### src/rtl/rv32_mc_pkg.sv
// Shared constants for the RV32I multicycle core: FSM state codes, opcodes and
// the funct3 values that steer branch and store dispatch.
package rv32_mc_pkg;

  localparam int STATE_W = 5;

  localparam logic [4:0] S_FETCH  = 5'd0;
  localparam logic [4:0] S_DECODE = 5'd1;
  localparam logic [4:0] S_MEMADR = 5'd2;
  localparam logic [4:0] S_MEMRD  = 5'd3;
  localparam logic [4:0] S_LDWB   = 5'd4;
  localparam logic [4:0] S_SW     = 5'd5;
  localparam logic [4:0] S_REXE   = 5'd6;
  localparam logic [4:0] S_RWB    = 5'd7;
  localparam logic [4:0] S_BEQ    = 5'd8;
  localparam logic [4:0] S_IEXE   = 5'd9;
  localparam logic [4:0] S_IWB    = 5'd10;
  localparam logic [4:0] S_JAL    = 5'd11;
  localparam logic [4:0] S_JALR   = 5'd12;
  localparam logic [4:0] S_SB     = 5'd13;
  localparam logic [4:0] S_SH     = 5'd14;
  localparam logic [4:0] S_BNE    = 5'd15;
  localparam logic [4:0] S_BLT    = 5'd16;
  localparam logic [4:0] S_BGE    = 5'd17;
  localparam logic [4:0] S_BLTU   = 5'd18;
  localparam logic [4:0] S_BGEU   = 5'd19;
  localparam logic [4:0] S_AUIPC  = 5'd20;
  localparam logic [4:0] S_LUI    = 5'd21;

  localparam logic [6:0] OP_LOAD   = 7'b0000011;
  localparam logic [6:0] OP_STORE  = 7'b0100011;
  localparam logic [6:0] OP_RTYPE  = 7'b0110011;
  localparam logic [6:0] OP_IALU   = 7'b0010011;
  localparam logic [6:0] OP_BRANCH = 7'b1100011;
  localparam logic [6:0] OP_JAL    = 7'b1101111;
  localparam logic [6:0] OP_JALR   = 7'b1100111;
  localparam logic [6:0] OP_AUIPC  = 7'b0010111;
  localparam logic [6:0] OP_LUI    = 7'b0110111;

  localparam logic [2:0] F3_BEQ  = 3'b000;
  localparam logic [2:0] F3_BNE  = 3'b001;
  localparam logic [2:0] F3_BLT  = 3'b100;
  localparam logic [2:0] F3_BGE  = 3'b101;
  localparam logic [2:0] F3_BLTU = 3'b110;
  localparam logic [2:0] F3_BGEU = 3'b111;

  localparam logic [2:0] F3_SB = 3'b000;
  localparam logic [2:0] F3_SH = 3'b001;
  localparam logic [2:0] F3_SW = 3'b010;

  // Final state of a legal instruction: the instruction retires here.
  function automatic logic is_last_state(input logic [4:0] s);
    return (s == S_LDWB) || (s == S_SW) || (s == S_RWB) || (s == S_BEQ) ||
           ((s >= S_IWB) && (s <= S_LUI));
  endfunction

endpackage

### src/rtl/main_fsm_decode_dispatch.sv
// DECODE-state dispatch: maps opcode/funct3 to the first post-decode state and
// flags encodings the core does not implement.
module decode_dispatch
  import rv32_mc_pkg::*;
(
  input  logic [6:0] opcode,
  input  logic [2:0] funct3,
  output logic [4:0] target,
  output logic       illegal
);

  always_comb begin
    target  = S_FETCH;
    illegal = 1'b0;
    case (opcode)
      OP_LOAD: begin
        target  = S_MEMADR;
        illegal = (funct3 == 3'b011) || (funct3 == 3'b110) || (funct3 == 3'b111);
      end
      OP_STORE: begin
        target  = S_MEMADR;
        illegal = (funct3 > F3_SW);
      end
      OP_RTYPE: target = S_REXE;
      OP_IALU:  target = S_IEXE;
      OP_JAL:   target = S_JAL;
      OP_JALR:  target = S_JALR;
      OP_AUIPC: target = S_AUIPC;
      OP_LUI:   target = S_LUI;
      OP_BRANCH: begin
        case (funct3)
          F3_BEQ:  target = S_BEQ;
          F3_BNE:  target = S_BNE;
          F3_BLT:  target = S_BLT;
          F3_BGE:  target = S_BGE;
          F3_BLTU: target = S_BLTU;
          F3_BGEU: target = S_BGEU;
          default: illegal = 1'b1;
        endcase
      end
      default: illegal = 1'b1;
    endcase
    // An illegal decode always falls back to FETCH.
    if (illegal) target = S_FETCH;
  end

endmodule

### src/rtl/main_fsm.sv
// Multicycle RV32I next-state sequencer: state register, memory-stage fan-out,
// illegal-decode pulse and retired-instruction counter.
module main_fsm
  import rv32_mc_pkg::*;
#(
  parameter int CNT_W = 32
) (
  input  logic             clk,
  input  logic             rst_n,
  input  logic [6:0]       opcode,
  input  logic [2:0]       funct3,
  output logic [4:0]       state,
  output logic             instr_done,
  output logic             illegal_op,
  output logic [CNT_W-1:0] instret
);

  logic [4:0]       state_reg;
  logic [4:0]       state_next;
  logic             illegal_reg;
  logic             illegal_next;
  logic [CNT_W-1:0] instret_reg;
  logic [4:0]       dispatch_target;
  logic             dispatch_illegal;

  decode_dispatch u_dispatch (
    .opcode  (opcode),
    .funct3  (funct3),
    .target  (dispatch_target),
    .illegal (dispatch_illegal)
  );

  always_ff @(posedge clk or negedge rst_n) begin
    if (!rst_n) begin
      state_reg   <= S_FETCH;
      illegal_reg <= 1'b0;
      instret_reg <= '0;
    end else begin
      state_reg   <= state_next;
      illegal_reg <= illegal_next;
      if (instr_done) instret_reg <= instret_reg + CNT_W'(1);
    end
  end

  always_comb begin
    state_next   = S_FETCH;
    illegal_next = 1'b0;
    case (state_reg)
      S_FETCH: state_next = S_DECODE;
      S_DECODE: begin
        state_next   = dispatch_target;
        illegal_next = dispatch_illegal;
      end
      S_MEMADR: begin
        if (opcode == OP_LOAD) begin
          state_next = S_MEMRD;
        end else begin
          case (funct3)
            F3_SB:   state_next = S_SB;
            F3_SH:   state_next = S_SH;
            F3_SW:   state_next = S_SW;
            default: state_next = S_FETCH;
          endcase
        end
      end
      S_MEMRD: state_next = S_LDWB;
      S_REXE:  state_next = S_RWB;
      S_IEXE:  state_next = S_IWB;
      default: begin
        state_next   = S_FETCH;
        // Unreachable codes recover to FETCH and are reported.
        illegal_next = (state_reg > S_LUI);
      end
    endcase
  end

  always_comb begin
    instr_done = is_last_state(state_reg);
  end

  assign state      = state_reg;
  assign illegal_op = illegal_reg;
  assign instret    = instret_reg;

endmodule

### config.mk
export PLATFORM = sky130hd
export DESIGN_NAME = main_fsm
export DESIGN_NICKNAME = d
export VERILOG_FILES = /design/src/rtl/rv32_mc_pkg.sv /design/src/rtl/main_fsm_decode_dispatch.sv /design/src/rtl/main_fsm.sv
export SDC_FILE = /design/constraint.sdc
export NUM_CORES = 1
export LEC_CHECK = 0
export BUFFER_PORTS_ARGS = -buffer_cell sky130_fd_sc_hd__buf_2
export CAP_MARGIN = 10
export CORE_UTILIZATION = 53
export DETAILED_ROUTE_END_ITERATION = 10
export HOLD_SLACK_MARGIN = 0.12
export PLACE_DENSITY = 0.79
export SYNTH_ARGS = -nofsm -noshare
export SYNTH_HDL_FRONTEND = slang
export SYNTH_SLANG_ARGS = --single-unit
### constraint.sdc
create_clock -name clk -period 2.6 [get_ports clk]
set_clock_uncertainty 0.2 [all_clocks]
set_input_delay 0.65 -clock clk [delete_from_list [all_inputs] [get_ports clk]]
set_output_delay 0.65 -clock clk [all_outputs]
set_load 0.1 [all_outputs]
==> summary.md <==
| Metric | Value |
|---|---|
| Status | finished clean |
| Period utilization | between 90% and 100% |
| Cell Area, Synth | a little over 0.002 mm^2 |
| Ports | 51 |
| Max FFs per register | 32 |
| Largest fanout on the critical path | 8 |
| Max-cap viol count | 0 |
| Routed via count | 1804 |
| Congestion Overflow GR | 0 |
| Required @ worst endpoint | approximately 1800 ps |
| Reg2reg path depth | 6 |
| Total power | approximately 1.9 mW |
| Hold Path Class | reg2reg |
| Mapped Cells | around 210 |
| Vias in the first global route | between 1500 and 2000 |
| Vias per cell | 5.71 |
| GR Layer Usage met2 | between 30% and 40% |
| WL/cell | between 10 and 15 um |
| Worst skew pair latency | 300 ps |
| #FFs+latches synth | 38 |
| TNS Setup | 0 ps |
| Gpl congestion | about 0.95 |
| Power Dens Cells | 715 mW/mm^2 |
| Initial antenna violation count | 0 |
| Achievable Freq | roughly 400 MHz |
| Layout cells sized above 1 | a little over a third |
| Top_reg_cell synth | dfrtp_1 |
| Initial Util | 55.8% |
| Die Ht | between 60 and 70 um |
| RR Startpoint | state[3] |
| Leakage | ~1.2 nW |
| Post-synthesis sequential area ratio | between 40% and 50% |
| Inserted Clock Buffers | 5 |
| Final HPWL from detailed placement | between 3000 and 4000 um |
| Max Transition Viols Final | 0 |
| Ys Warns | 0 |
| # DRC | 0 |
| Die ar. | about 0.0042 mm^2 |
| Met1 Usage GRT | about a third |
| Hold path start | instret[31] |
| Final hold viol count | 0 |
| Final-stage net count | 280 |
| CP Data Arrival Time | 1660 ps |
| Most common cell after layout, fill and taps aside | buf_2 |
| DR iter-0 viols | approximately 180 |
| Drt first pass iters | 4 |
| First-pass GRT wire length | approximately 7700 um |
| Number of fill cells | 308 |
| Met3 Track Usage GR | 5.46% |
| Cell variety after synth | 45 |
| Core box area | 0.00372 mm^2 |
| Reg clk slew, reported paths | ~70 ps |
| Post-synth EDFFs | 0 |
| TritonCTS clock tree | yes |
| Element type at the critical path end | output pin |
| N_diodes | 0 |
| Avg Cell Area, Syn | 9.83 um^2 |
| Pre-CTS setup slack | ~270 ps |
| Hold depth | 1 |
| Worst rel slew slack | between 60% and 70% |
| Drt total wl | 4520 um |
| Crit path kind | reg2out |
| Syn nets | ~220 |
| Area Overhead vs Synth | 24.7% |
| Die X | around 65 um |
| Unrepaired setup endpoints after global routing | false |
| Hold EP | instret[31] |
| Largest net degree at the start of global routing | 23 |
| Post-synth ARST share | 100% |
| Busiest grt layer | met2 |
| Least-Margin Pin Slew | between 500 and 600 ps |
| Routed Antenna Nets | 0 |
| Gr usage total | around a quarter |
| CTS max path bufs | 2 |
| Clock net sink count | 38 |
| Critical Path Source Type | flip-flop |
| Minimum clock period | ~2500 ps |
| Reg2reg end | instret[25] |
| Row cnt | 22 |
| Final setup violation count | 0 |
| H-tree Lvls | 2 |
| PnR worst setup slack | 86.3 ps |
| Worst VDD drop | 427 uV |
| Commonest non-fill, non-tap cells in the layout | 49 x buf_2, 25 x nand2_1, 24 x dfrtp_2, 16 x xnor2_1, 16 x xor2_1 |
| # port buffers | 50 |
| Root Driver | clkbuf_8 |
| R2R setup slack | 320 ps |
==> worst max-delay path, stage by stage, from the launching register on <==
cell and delay (ps):
dfrtp_2 440, and2b_1 200, a22oi_2 320, nand2_2 180
buf_6 230
==> cell usage after synthesis, types with 3 or more instances <==
library cell,count,area [um^2]
and4_1,4,35.0
nand4_1,7,43.8
nand3_1,11,55.1
inv_1,6,22.5
nor3_1,10,50.1
a21oi_1,8,40.0
clkbuf_1,6,22.5
nor2_1,13,48.8
o211ai_1,3,22.5
nor3b_1,4,30.0
o21ai_0,5,25.0
xor2_1,16,140
nand2_1,26,97.6
nand2b_1,3,18.8
dfrtp_1,38,951
xnor2_1,16,140
==> final cells by class <==
| type | count | area (um^2) | share of cell area (%) |
|---|---|---|---|
| multi-input cells | 161 | 1080 | 41.9 |
| flip-flops and latches | 38 | 981 | 37.9 |
| repair buffers | 55 | 297 | 11.5 |
| clock buffers | 6 | 82.6 | 3.19 |
| clock inverters | 2 | 60.1 | 2.32 |
| well taps | 48 | 60.1 | 2.32 |
| inverters | 6 | 22.5 | 0.870 |
==> how the worst max path moves through the flow <==
stage                           from  slack (ps)     endpoint
after floorplan           instret[2]          10  instret[31]
after global placement      state[3]         290   instr_done
after detailed placement    state[0]         270   instr_done
after CTS                   state[4]          40   instr_done
after global routing        state[4]          10   instr_done
final                       state[4]          90   instr_done
==> report_power, final <==
| group | switching [mW] | internal (mW) | total [mW] |
|---|---|---|---|
| Combinational | 0.419 | 0.109 | 0.529 |
| Clock | 0.211 | 0.409 | 0.620 |
| Sequential | 0.0654 | 0.636 | 0.702 |
==> kinds of logic (layout without fill, tap and decap cells) <==
group                    count (synthesis)  count (layout)  share of synthesized area (%)
multiplexers                             1               1                          0.543
AND/OR/NAND/NOR                         93              93                           24.5
flip-flops                              38              38                           45.8
XOR/XNOR                                32              32                           13.5
buffers and inverters                   12              69                           2.17
adder cells (fa/ha/maj)                  1               1                          0.603
AO/OA/AOI/OAI                           34              34                           12.8
==> stage by stage <==
| step | instance area, um^2 | hold slack [ps] | instances | util [%] |
|---|---|---|---|---|
| floorplan | 2110 | 154 | 211 | - |
| global placement | 2420 | 257 | 307 | 65.3 |
| detailed placement | 2420 | 269 | 307 | 65.3 |
| CTS | 2580 | 277 | 316 | 69.5 |
| global route | 2590 | 286 | 316 | 69.6 |
| finish | 2590 | 275 | 316 | 69.6 |
==> per-layer routing <==
layer	routed length [um]	vias to the layer above
li1	-	870
met1	1990	843
met4	79	0
met3	332	9
met2	2130	82
met5	0	-
==> what timing repair did <==
action                     CTS  global route
buffers inserted             0             0
gates resized for setup      2             1
setup endpoints to repair    1             1
hold buffers                 1             0
hold endpoints to repair    16             0
Note: power is estimated with default switching activity, not from simulation.
